<file path="src/rtl/usb_tx_serializer.sv">
// usb_tx_serializer: USB full-speed transmit bit engine. Shifts bytes out LSB
// first, inserts a stuffed 0 after six consecutive ones, NRZI-encodes the line
// and appends SE0 SE0 J as the end of packet.
//
// Byte handshake with the packet controller: bytecomplete pulses on the first
// clk of data bit 7. The controller then has CLKS_PER_BIT-1 clks to present
// either tx_byte (send_eop=0) or send_eop=1. Both are sampled on the last clk
// of bit 7, the edge where prev_parallel captures the finished byte.
module usb_tx_serializer #(
    parameter int CLKS_PER_BIT = 4
) (
    input  logic       clk,
    input  logic       n_rst,
    input  logic       timer_en,
    input  logic [7:0] tx_byte,
    input  logic       send_eop,
    output logic       bytecomplete,
    output logic       bit_stuff_en,
    output logic [7:0] prev_parallel,
    output logic       dplus_out,
    output logic       dminus_out,
    output logic       tx_busy,
    output logic       eop_done
);

    localparam int CNT_W = (CLKS_PER_BIT > 1) ? $clog2(CLKS_PER_BIT) : 1;
    localparam logic [CNT_W-1:0] CNT_LAST = CNT_W'(CLKS_PER_BIT - 1);

    typedef enum logic [2:0] {IDLE, SHIFT, EOP_SE0A, EOP_SE0B, EOP_J} state_e;

    state_e           state_q, state_d;
    logic [CNT_W-1:0] cnt_q, cnt_d;            // clk position inside a bit period
    logic [7:0]       byte_q, byte_d;          // byte being transmitted
    logic [2:0]       idx_q, idx_d;            // current (or pending, during a stuff bit) data bit
    logic [2:0]       ones_q, ones_d;          // consecutive data ones
    logic             lvl_q, lvl_d;            // NRZI level, 1 = J
    logic             stuff_q, stuff_d;        // current period is a stuffed bit
    logic             eop_pend_q, eop_pend_d;  // EOP requested, waiting behind a stuff bit
    logic             bytecomplete_q, bytecomplete_d;
    logic [7:0]       prev_q, prev_d;
    logic             dp_q, dp_d;
    logic             dm_q, dm_d;
    logic             busy_q, busy_d;
    logic             eop_done_q, eop_done_d;

    logic             at_wrap;
    logic             send_data;
    logic             send_stuff;
    logic             data_bit;
    logic             base_lvl;
    logic [2:0]       base_ones;
    logic [2:0]       next_idx;

    // State and output registers; reset puts the line at idle J.
    always_ff @(posedge clk or negedge n_rst) begin
        if (!n_rst) begin
            state_q        <= IDLE;
            cnt_q          <= '0;
            byte_q         <= '0;
            idx_q          <= '0;
            ones_q         <= '0;
            lvl_q          <= 1'b1;
            stuff_q        <= 1'b0;
            eop_pend_q     <= 1'b0;
            bytecomplete_q <= 1'b0;
            prev_q         <= '0;
            dp_q           <= 1'b1;
            dm_q           <= 1'b0;
            busy_q         <= 1'b0;
            eop_done_q     <= 1'b0;
        end else begin
            state_q        <= state_d;
            cnt_q          <= cnt_d;
            byte_q         <= byte_d;
            idx_q          <= idx_d;
            ones_q         <= ones_d;
            lvl_q          <= lvl_d;
            stuff_q        <= stuff_d;
            eop_pend_q     <= eop_pend_d;
            bytecomplete_q <= bytecomplete_d;
            prev_q         <= prev_d;
            dp_q           <= dp_d;
            dm_q           <= dm_d;
            busy_q         <= busy_d;
            eop_done_q     <= eop_done_d;
        end
    end

    // Next state: decide what the next bit period carries at each bit boundary.
    always_comb begin
        state_d        = state_q;
        cnt_d          = cnt_q;
        byte_d         = byte_q;
        idx_d          = idx_q;
        ones_d         = ones_q;
        lvl_d          = lvl_q;
        stuff_d        = stuff_q;
        eop_pend_d     = eop_pend_q;
        prev_d         = prev_q;
        dp_d           = dp_q;
        dm_d           = dm_q;
        bytecomplete_d = 1'b0;
        eop_done_d     = 1'b0;
        at_wrap        = (cnt_q == CNT_LAST);
        send_data      = 1'b0;
        send_stuff     = 1'b0;
        data_bit       = 1'b0;
        base_lvl       = lvl_q;
        base_ones      = ones_q;
        // A stuff bit does not consume a data index, so the pending index is reused.
        next_idx       = stuff_q ? idx_q : idx_q + 3'd1;

        if (state_q != IDLE) begin
            cnt_d = at_wrap ? '0 : cnt_q + CNT_W'(1);
        end

        case (state_q)
            IDLE: begin
                if (timer_en) begin
                    state_d    = SHIFT;
                    cnt_d      = '0;
                    byte_d     = tx_byte;
                    idx_d      = '0;
                    eop_pend_d = 1'b0;
                    stuff_d    = 1'b0;
                    base_lvl   = 1'b1;
                    base_ones  = '0;
                    send_data  = 1'b1;
                    data_bit   = tx_byte[0];
                end
            end
            SHIFT: begin
                if (at_wrap) begin
                    stuff_d = 1'b0;
                    if (!stuff_q && idx_q == 3'd7) begin
                        // End of bit 7: byte handshake point.
                        prev_d = byte_q;
                        idx_d  = '0;
                        if (send_eop) begin
                            eop_pend_d = 1'b1;
                        end else begin
                            byte_d = tx_byte;
                        end
                        if (ones_q == 3'd6) begin
                            send_stuff = 1'b1;
                        end else if (send_eop) begin
                            state_d = EOP_SE0A;
                        end else begin
                            send_data = 1'b1;
                            data_bit  = tx_byte[0];
                        end
                    end else begin
                        idx_d = next_idx;
                        if (ones_q == 3'd6) begin
                            send_stuff = 1'b1;
                        end else if (eop_pend_q) begin
                            state_d = EOP_SE0A;
                        end else begin
                            send_data      = 1'b1;
                            data_bit       = byte_q[next_idx];
                            bytecomplete_d = (next_idx == 3'd7);
                        end
                    end
                end
            end
            EOP_SE0A: begin
                if (at_wrap) state_d = EOP_SE0B;
            end
            EOP_SE0B: begin
                if (at_wrap) begin
                    state_d = EOP_J;
                    dp_d    = 1'b1;
                    dm_d    = 1'b0;
                end
            end
            EOP_J: begin
                if (at_wrap) begin
                    state_d    = IDLE;
                    lvl_d      = 1'b1;
                    eop_done_d = 1'b1;
                end
            end
            default: state_d = IDLE;
        endcase

        if (state_q == SHIFT && state_d == EOP_SE0A) begin
            dp_d       = 1'b0;
            dm_d       = 1'b0;
            eop_pend_d = 1'b0;
        end

        if (send_stuff) begin
            stuff_d = 1'b1;
            ones_d  = '0;
            lvl_d   = ~lvl_q;
            dp_d    = ~lvl_q;
            dm_d    = lvl_q;
        end

        if (send_data) begin
            lvl_d  = data_bit ? base_lvl : ~base_lvl;
            ones_d = data_bit ? base_ones + 3'd1 : 3'd0;
            dp_d   = lvl_d;
            dm_d   = ~lvl_d;
        end

        // Abort: dropping timer_en mid-packet returns straight to idle J.
        if (state_q != IDLE && !timer_en) begin
            state_d        = IDLE;
            cnt_d          = '0;
            byte_d         = byte_q;
            idx_d          = idx_q;
            ones_d         = '0;
            lvl_d          = 1'b1;
            stuff_d        = 1'b0;
            eop_pend_d     = 1'b0;
            prev_d         = prev_q;
            dp_d           = 1'b1;
            dm_d           = 1'b0;
            bytecomplete_d = 1'b0;
            eop_done_d     = 1'b0;
        end

        busy_d = (state_d != IDLE);
    end

    assign bytecomplete  = bytecomplete_q;
    assign bit_stuff_en  = stuff_q;
    assign prev_parallel = prev_q;
    assign dplus_out     = dp_q;
    assign dminus_out    = dm_q;
    assign tx_busy       = busy_q;
    assign eop_done      = eop_done_q;

endmodule

</file>
<file path="config.mk">
export PLATFORM = sky130hd
export DESIGN_NAME = usb_tx_serializer
export DESIGN_NICKNAME = d
export VERILOG_FILES = /design/src/rtl/usb_tx_serializer.sv
export SDC_FILE = /design/constraint.sdc
export NUM_CORES = 1
export LEC_CHECK = 0
export CAP_MARGIN = 30
export CELL_PAD_IN_SITES_DETAIL_PLACEMENT = 0
export CELL_PAD_IN_SITES_GLOBAL_PLACEMENT = 1
export CORE_MARGIN = 5
export CORE_UTILIZATION = 46
export DETAILED_ROUTE_END_ITERATION = 8
export PLACE_DENSITY_LB_ADDON = 0.1
export SLEW_MARGIN = 30
export SYNTH_ARGS = -nofsm -noshare
export SYNTH_HDL_FRONTEND = slang
export SYNTH_SLANG_ARGS = --single-unit
</file>
<file path="constraint.sdc">
create_clock -name clk -period 4.78 [get_ports clk]
set_input_delay 0.956 -clock clk [delete_from_list [all_inputs] [get_ports clk]]
set_output_delay 0.956 -clock clk [all_outputs]
set_load 0.02 [all_outputs]
</file>
### Word level (Yosys, flattened, before mapping)

Index checks and enable logic that the tools add are counted.
W data, S select, Z words.

| storage, ports and cells | value |
|---|---|
| flip-flop bits (word level) | 35 |
| output and inout bits | 14 |

| cells by class | value |
|---|---|
| $lt $le $gt $ge | 1 |
| add/sub/neg operators | 3 |
| bitwise operators | 4 |
| reductions and logical operators | 23 |
| equal/unequal tests | 19 |
| muxes and demuxes | 92 |

Operator list:

| operator | count |
|---|---|
| $mux W3 | 21 |
| $mux W1 | 54 |
| $mux W8 | 4 |
| $pmux W8 S2 | 1 |
| $reduce_bool A4 Y1 | 4 |
| $pmux W3 S5 | 1 |
| $eq A3 B3 Y1 const B | 4 |
| $ne A4 B2 Y1 const B | 3 |
| $mux W2 | 5 |
| $reduce_bool A5 Y1 | 2 |
| $eq A3 B2 Y1 const B | 3 |
| $reduce_bool A3 Y1 | 3 |
| $ne A2 B2 Y1 const B | 4 |
| $ne A4 B4 Y1 const B | 2 |
| $pmux W1 S2 | 4 |
| $reduce_and A4 Y1 | 2 |
| $add A3 B1 Y3 const B | 2 |
| $pmux W3 S2 | 1 |
| $reduce_and A6 Y1 | 1 |
| $reduce_and A5 Y1 | 1 |
| $lt A3 B4 Y1 const B | 1 |
| $ne A4 B3 Y1 const B | 1 |
| $not A1 Y1 | 4 |
| $reduce_and A2 Y1 | 2 |
| other kinds (9) | 12 |

### Depth between registers and ports, before layout

Gate-level depths: netlist (run 1).

| depth | value |
|---|---|
| depth after elaboration | 13 |
| gate-level depth with buffers | 10 |
| gate-level depth less buffers | 9 |

### Worst setup path after synthesis (run 1)

OpenSTA, ideal clock, no wires.

| path | value |
|---|---|
| path kind | input to register |
| from | input timer_en |
| to | register ones_q[1] |
| path slack | 2.432 ns |
| data arrival time | 2.227 ns |
| path buffers | 1 |
| library setup time | 0.121 ns |
| stages on the path | 8 |
| data required time | 4.659 ns |
| cells stage by stage | clkbuf_1 -> clkinv_1 -> nor2_1 -> nand2_1 -> nand2_1 -> inv_1 -> ha_1 -> a22o_1 |

| on the way | value |
|---|---|
| longest elaborated chain between the ends | 6 |
| elaborated cells between the ends (all ways) | 13 |
| those cells by class | add/sub (1); mux (9); reduce/logical (3) |

RTL lines:

| element | RTL line | RTL |
|---|---|---|
| start, declared | 14 | `input logic timer_en,` |
| $mux W3 | 119 | `if (timer_en) begin` |
| $mux W3 | 117 | `case (state_q)` |
| $add A3 B1 Y3 | 202 | `ones_d = data_bit ? base_ones + 3'd1 : 3'd0;` |
| $mux W3 | 202 |  |
| $mux W3 | 200 | `if (send_data) begin` |
| $mux W3 | 208 | `if (state_q != IDLE && !timer_en) begin` |
| end signal, assigned | 76 | `ones_q <= ones_d;` |
| end, declared | 35 | `logic [2:0] ones_q, ones_d;` |

Parallel ways exist; a longest one is shown, timed or not.
A chain may end at the register's enable or synchronous reset.

### Worst setup path after layout (run 1)

| path | value |
|---|---|
| from | input timer_en |
| to | register ones_q[2] |

The elaborated chain is that of the path after synthesis.

==> results.md, run 1 <==
* Status: complete, no violations
* Number of buffers created by CTS at 5
* Synth-to-layout area growth at 19.03%
* Total negative slack at 0 ps
* Final Cycle Share at 65.26%
* DRC viols at 0
* Core outline area at 0.004294 mm²
* Complex-gate fraction of the synthesized area at 18.29%
* Critical Path Start Type: primary input
* HPWL Detailed at 3.415 mm
* Worst VDD drop at 0.1327 mV
* Total GRT Usage at 16.86%
* Clock root cell: clkbuf_8
* Placed insts at 270
* Layout cells sized above 1 at 18.58%
* Die height at 76.24 µm
* Top cell type's share of synthesized area at 40.92%
* Fin Clk Skew at 7.944 ps
* Worst Path Arrival at 3350 ps
* Hold WS at 505.4 ps
* Routed Antenna Nets at 0
* Top_reg_cell synth: dfrtp_1
* Adder-cell share of the synthesized area at 2.480%
* PwrDens at 283.3 mW/mm²
* Syn_nets at 218
* Final setup fails at 0
* Final non-filler cell total at 278
* Largest family of logic cells by synthesized area: compound AO/OA/AOI/OAI gates
* I/O pin cnt at 26
* Wire per inst at 16.94 µm
* Vias at 1,679
* Post-Synth XOR/XNOR Area at 0%
* Synth Area in Simple Gates at 17.11%
* CTS max path bufs at 2
* Fill cells at 374
* Post-Syn Area at 0.002018 mm²
* Worst Setup End Kind: flop
* Post-place setup slack at 1395 ps
* Worst skew pair latency at 290 ps
* Crit Path Class: primary input to flop
* Worst Path Required at 5010 ps
* Initial core utilization at 47.00%
* H-tree level count at 2
* Slew Limit Fails at 0
* Global-route wire length before repair at 8.238 mm
* Register bit total from synthesis at 35
* Power, Total at 680.7 µW
* Initial DRC count at 90
* Largest net degree at the start of global routing at 36
* Post-layout min period at 3119 ps
* Routability congestion estimate at 0.8338
* Setup Fix Bufs, Post-CTS at 0
* Headroom to the max-slew limit at 51.70%
* Multiplexer share of the synthesized area at 15.44%
* GRT Residual Overflow at 0
* Fmax at 320.6 MHz
* Critical Path Fanout Max at 18
* Pleak at 1.019 nW
* Antenna diodes at 0
* Worst-margin pin slew at 717.9 ps
* Syn avg cell area at 9.991 µm²
* Final Hold Vio Count at 0
* Vias in the first global route at 1,721
* Final Routed Wirelength at 4.710 mm
* Worst-path clk slew at 70 ps
* Via density at 6.040
* Synth area leaders: dfrtp_1 (41%), mux2_2 (12%), nor2_1 (3.2%), o21ai_0 (3.0%), dfstp_2 (2.6%)
* Sequential area share after synthesis at 43.52%
* Gate Count Post-Synth at 202
* CTS tree: done
* Final #Nets at 241
* Hold bufs inserted after CTS at 0
* Post-synth ARST share at 100.0%
* Max-Cap Viols at 0
* Initial antenna violation count at 0
* Yosys top cell by area: dfrtp_1
* EDFF count, synth at 0
* Post-cts resize count at 0
* RSZ-0062 raised after global routing: no
* Min-delay worst type: flop to flop
* YS warnings at 0
* Num rows at 24
* Die X at 76.24 µm
* Yosys cell types at 53
* Multi-input gate area at 0.001082 mm²
* IO Port Bufs at 25
* DRT Pass-1 Iters at 4
* Die Area at 0.005812 mm²
* Sequential Area at 878.3 µm²
* Slack of the critical path at 1661 ps
* Sink Count at 35
flip-flops by register name, summed over array words and instances (netlist names), 2 cells and up:
register	cells
ones_q	3
byte_q	8
idx_q	3
cnt_q	2
prev_parallel	8
state_q	3
report_power, final:
group | switching (mW) | total [mW] | internal, mW
clock | 0.106 | 0.237 | 0.132
sequential | 0.0219 | 0.340 | 0.318
combinational | 0.0506 | 0.104 | 0.0532
per-layer routing:
metal / track usage [%] / routed length, µm
met1: 21.95 / 2146
met2: 28.00 / 2323
met3: 4.019 / 173
met4: 4.545 / 67
met5: 0 / 0
worst max-delay path, cell delays in order:
cell,delay (ps)
clkdlybuf4s50_1,840
clkinv_1,430
nor2_1,270
nand2_1,140
nand2_1,110
inv_1,50
ha_1,190
nor2_1,120
a21o_1,130
a32o_1,110
layout make-up:
type	instances	share of cell area, %
multi-input combinational	152	45.05
sequential	35	36.56
timing repair buffer	26	10.73
clock buffer	8	4.167
tap	52	2.708
inverter	5	0.7813
worst paths after layout:
check | start | end | cells past startpoint | slack (ps)
worst min-delay path | prev_parallel[7] | prev_parallel[7] | 1 | 510
worst min register to register | prev_parallel[7] | prev_parallel[7] | 1 | 510
min in group asynchronous | n_rst | byte_q[1] | 2 | 1090
worst max-delay path | timer_en | ones_q[2] | 10 | 1660
max in group asynchronous | n_rst | dplus_out | 2 | 3340
worst max register to register | idx_q[0] | ones_q[2] | 8 | 1920
synth_stat cells (2+ instances only):
cell type  count
a21boi_0       2
a21o_1         4
a21oi_1        7
a22o_1         4
a22oi_1        5
a31oi_1        2
and2_1         2
buf_2          3
clkbuf_1       5
dfrtp_1       33
dfstp_2        2
ha_1           4
inv_1          4
mux2_2        22
mux2i_1        5
nand2_1       14
nand2b_1       3
nand3_1        6
nand3b_1       2
nand4b_1       2
nor2_1        17
nor2b_1        4
nor3_1         5
nor4_1         3
o21ai_0       12
or3_1          3
through the flow:
| step | util (%) | cell area (µm²) |
|---|---|---|
| 3_5_place_dp | 53.61 | 2302 |
| 6_report | 55.94 | 2402 |
| 5_1_grt | 55.94 | 2402 |
| 2_1_floorplan | - | 2018 |
| 3_3_place_gp | 53.47 | 2296 |
| 4_1_cts | 55.94 | 2402 |
layout by cell type (no fill, tap or decap), drive strengths merged, types with 3 or more instances in the layout:
master / netlist / final
nor2b: 5 / 5
o21ai: 13 / 13
nor2: 17 / 17
nand3: 6 / 6
a21oi: 8 / 8
clkdlybuf4s50: 0 / 25
clkbuf: 5 / 8
nand2b: 3 / 3
a22oi: 5 / 5
dfrtp: 33 / 33
nor3: 6 / 6
nand2: 15 / 15
inv: 4 / 4
a21o: 4 / 4
mux2: 22 / 22
mux2i: 6 / 6
nor4: 3 / 3
or3: 3 / 3
ha: 4 / 4
a22o: 4 / 4
cells by family (layout without fill, tap and decap cells):
logic type | count (synthesis) | in the layout
AND/OR/NAND/NOR | 67 | 67
AO/OA/AOI/OAI | 53 | 53
flip-flops | 35 | 35
multiplexers | 28 | 28
buffers and inverters | 15 | 39
adder cells (fa/ha/maj) | 4 | 4
Power figures use the tool's default switching activity.
==> inputs of run 2 (changes only) <==
--- a/config.mk
+++ b/config.mk
@@ -9,7 +9,7 @@
 export CELL_PAD_IN_SITES_DETAIL_PLACEMENT = 0
 export CELL_PAD_IN_SITES_GLOBAL_PLACEMENT = 1
 export CORE_MARGIN = 5
-export CORE_UTILIZATION = 46
+export CORE_UTILIZATION = 43
 export DETAILED_ROUTE_END_ITERATION = 8
 export PLACE_DENSITY_LB_ADDON = 0.1
 export SLEW_MARGIN = 30
==> constraint.sdc (replaced) <==
create_clock -name clk -period 3.05 [get_ports clk]
set_input_delay 0.61 -clock clk [delete_from_list [all_inputs] [get_ports clk]]
set_output_delay 0.61 -clock clk [all_outputs]
set_load 0.02 [all_outputs]
==> run 2 against run 1 <==
Utilization decreased by 3.6 points. Worst setup slack worse by 1200 ps. Via count grew 0.42%. Combinational power increased by 62%. Clock skew shrank 4.8 ps. Critical endpoint unchanged. Largest cell class unchanged.
==> results.md, run 2 (same netlist as run 1, synthesis figures left out) <==
* Status: complete, no violations
* Commonest non-fill, non-tap cell in the layout: dfrtp_1
* Vias in the first global route at 1,637
* Via density at 5.895
* Routed Antenna Nets at 0
* Slew Limit Fails at 0
* Worst Path Required at 3270 ps
* DRT Pass-1 Iters at 4
* Worst-margin pin slew at 587.9 ps
* H-tree level count at 2
* Total GRT Usage at 16.38%
* Final Routed Wirelength at 4.754 mm
* Synth-to-layout area growth at 20.15%
* HPWL Detailed at 3.463 mm
* RSZ-0062 raised after global routing: no
* Sink Count at 35
* Setup Fix Bufs, Post-CTS at 0
* Initial DRC count at 81
* Fin Clk Skew at 3.124 ps
* Worst-path clk slew at 70 ps
* Global-route wire length before repair at 7.962 mm
* Pleak at 1.040 nW
* Worst VDD drop at 0.2477 mV
* Post-cts resize count at 0
* Final setup fails at 0
* Multi-input gate area at 0.001076 mm²
* Final Hold Vio Count at 0
* Most frequent cells in the layout: dfrtp_1 (33), clkdlybuf4s50_1 (25), mux2_2 (22)
* CTS max path bufs at 2
* Fill cells at 420
* Die X at 78.51 µm
* Post-layout min period at 2597 ps
* Core outline area at 0.004629 mm²
* Final #Nets at 247
* Die Area at 0.006164 mm²
* Min-delay worst type: flop to flop
* Power, Total at 1.025 mW
* Clock root cell: clkbuf_8
* Worst Path Arrival at 2820 ps
* Sequential Area at 878.3 µm²
* Critical Path Fanout Max at 8
* DRC viols at 0
* Die height at 78.51 µm
* Fmax at 385.0 MHz
* Vias at 1,686
* GRT Residual Overflow at 0
* Worst Setup End Kind: flop
* Critical Path Start Type: flop
* Routability congestion estimate at 0.8214
* CTS tree: done
* Largest net degree at the start of global routing at 36
* Max-Cap Viols at 0
* Total negative slack at 0 ps
* Crit Path Class: flop to flop
* Layout cells sized above 1 at 19.83%
* Number of buffers created by CTS at 5
* Hold bufs inserted after CTS at 0
* Antenna diodes at 0
* Initial antenna violation count at 0
* Final Cycle Share at 85.15%
* Headroom to the max-slew limit at 60.50%
* Num rows at 25
* Worst skew pair latency at 280 ps
* I/O pin cnt at 26
* IO Port Bufs at 25
* Initial core utilization at 43.59%
* PwrDens at 422.6 mW/mm²
* Wire per inst at 16.62 µm
## run 2: cell types whose count changed in the layout (fill, tap and decap cells not counted)
cell      before  now
buf_4          1    7
clkbuf_1       1    2
clkbuf_8       7    5
clkinv_2       0    1
nor4bb_1       0    1
nor4bb_2       1    0
## run 2: worst paths after layout
| kind | start | to | slack, ps | cells after the start |
|---|---|---|---|---|
| worst max-delay path | idx_q[1] | ones_q[2] | 450 | 8 |
| worst min-delay path | prev_parallel[2] | prev_parallel[2] | 500 | 1 |
| worst max register to register | idx_q[1] | ones_q[2] | 450 | 8 |
| worst min register to register | prev_parallel[2] | prev_parallel[2] | 500 | 1 |
| max in group asynchronous | n_rst | lvl_q | 1970 | 2 |
| min in group asynchronous | n_rst | byte_q[1] | 740 | 2 |
## run 2: where the power goes
part | internal [mW] | switching (mW) | leakage [nW]
clock network | 0.160 | 0.166 | 0.0422
registers | 0.498 | 0.0333 | 0.455
logic | 0.0868 | 0.0809 | 0.543
## run 2: area by class of cell
| type | instances | area share, % |
|---|---|---|
| Clock inverter | 1 | 0.2064 |
| Tap cell | 54 | 2.786 |
| Sequential cell | 35 | 36.22 |
| Timing Repair Buffer | 32 | 12.49 |
| Inverter | 5 | 0.7740 |
| Clock buffer | 7 | 3.148 |
| Multi-Input combinational cell | 152 | 44.38 |
## run 2: critical path, cell delays in order, from the launching register on
cell	delay (ps)
dfrtp_1	400
ha_1	170
ha_1	240
nor2b_2	300
mux2i_2	440
nand3_1	210
nor4_1	360
o22a_2	240
a32o_1	170
## run 2: routing by layer
| layer | vias to the layer above | track usage, % | part of all wire, % |
|---|---|---|---|
| met1 | 835 | 20.88 | 44 |
| met2 | 46 | 27.25 | 51 |
| met3 | 4 | 3.670 | 4.4 |
| met5 | - | 0 | 0 |
| met4 | 0 | 5.594 | 0.63 |
| li1 | 801 | - | - |
## run 2: metrics by stage
| step | setup slack [ps] | cells | instance area, µm² | hold WS (ps) | utilization, % |
|---|---|---|---|---|---|
| CTS | 479.2 | 286 | 2425 | 506.7 | 52.38 |
| finish | 452.9 | 286 | 2425 | 502.1 | 52.38 |
| detailed placement | 474.5 | 278 | 2344 | 491.1 | 50.62 |
| global route | 271.2 | 286 | 2425 | 522.9 | 52.38 |
| floorplan | 786.9 | 202 | 2018 | 314.4 | - |
| global placement | 543.3 | 278 | 2344 | 486.7 | 50.62 |
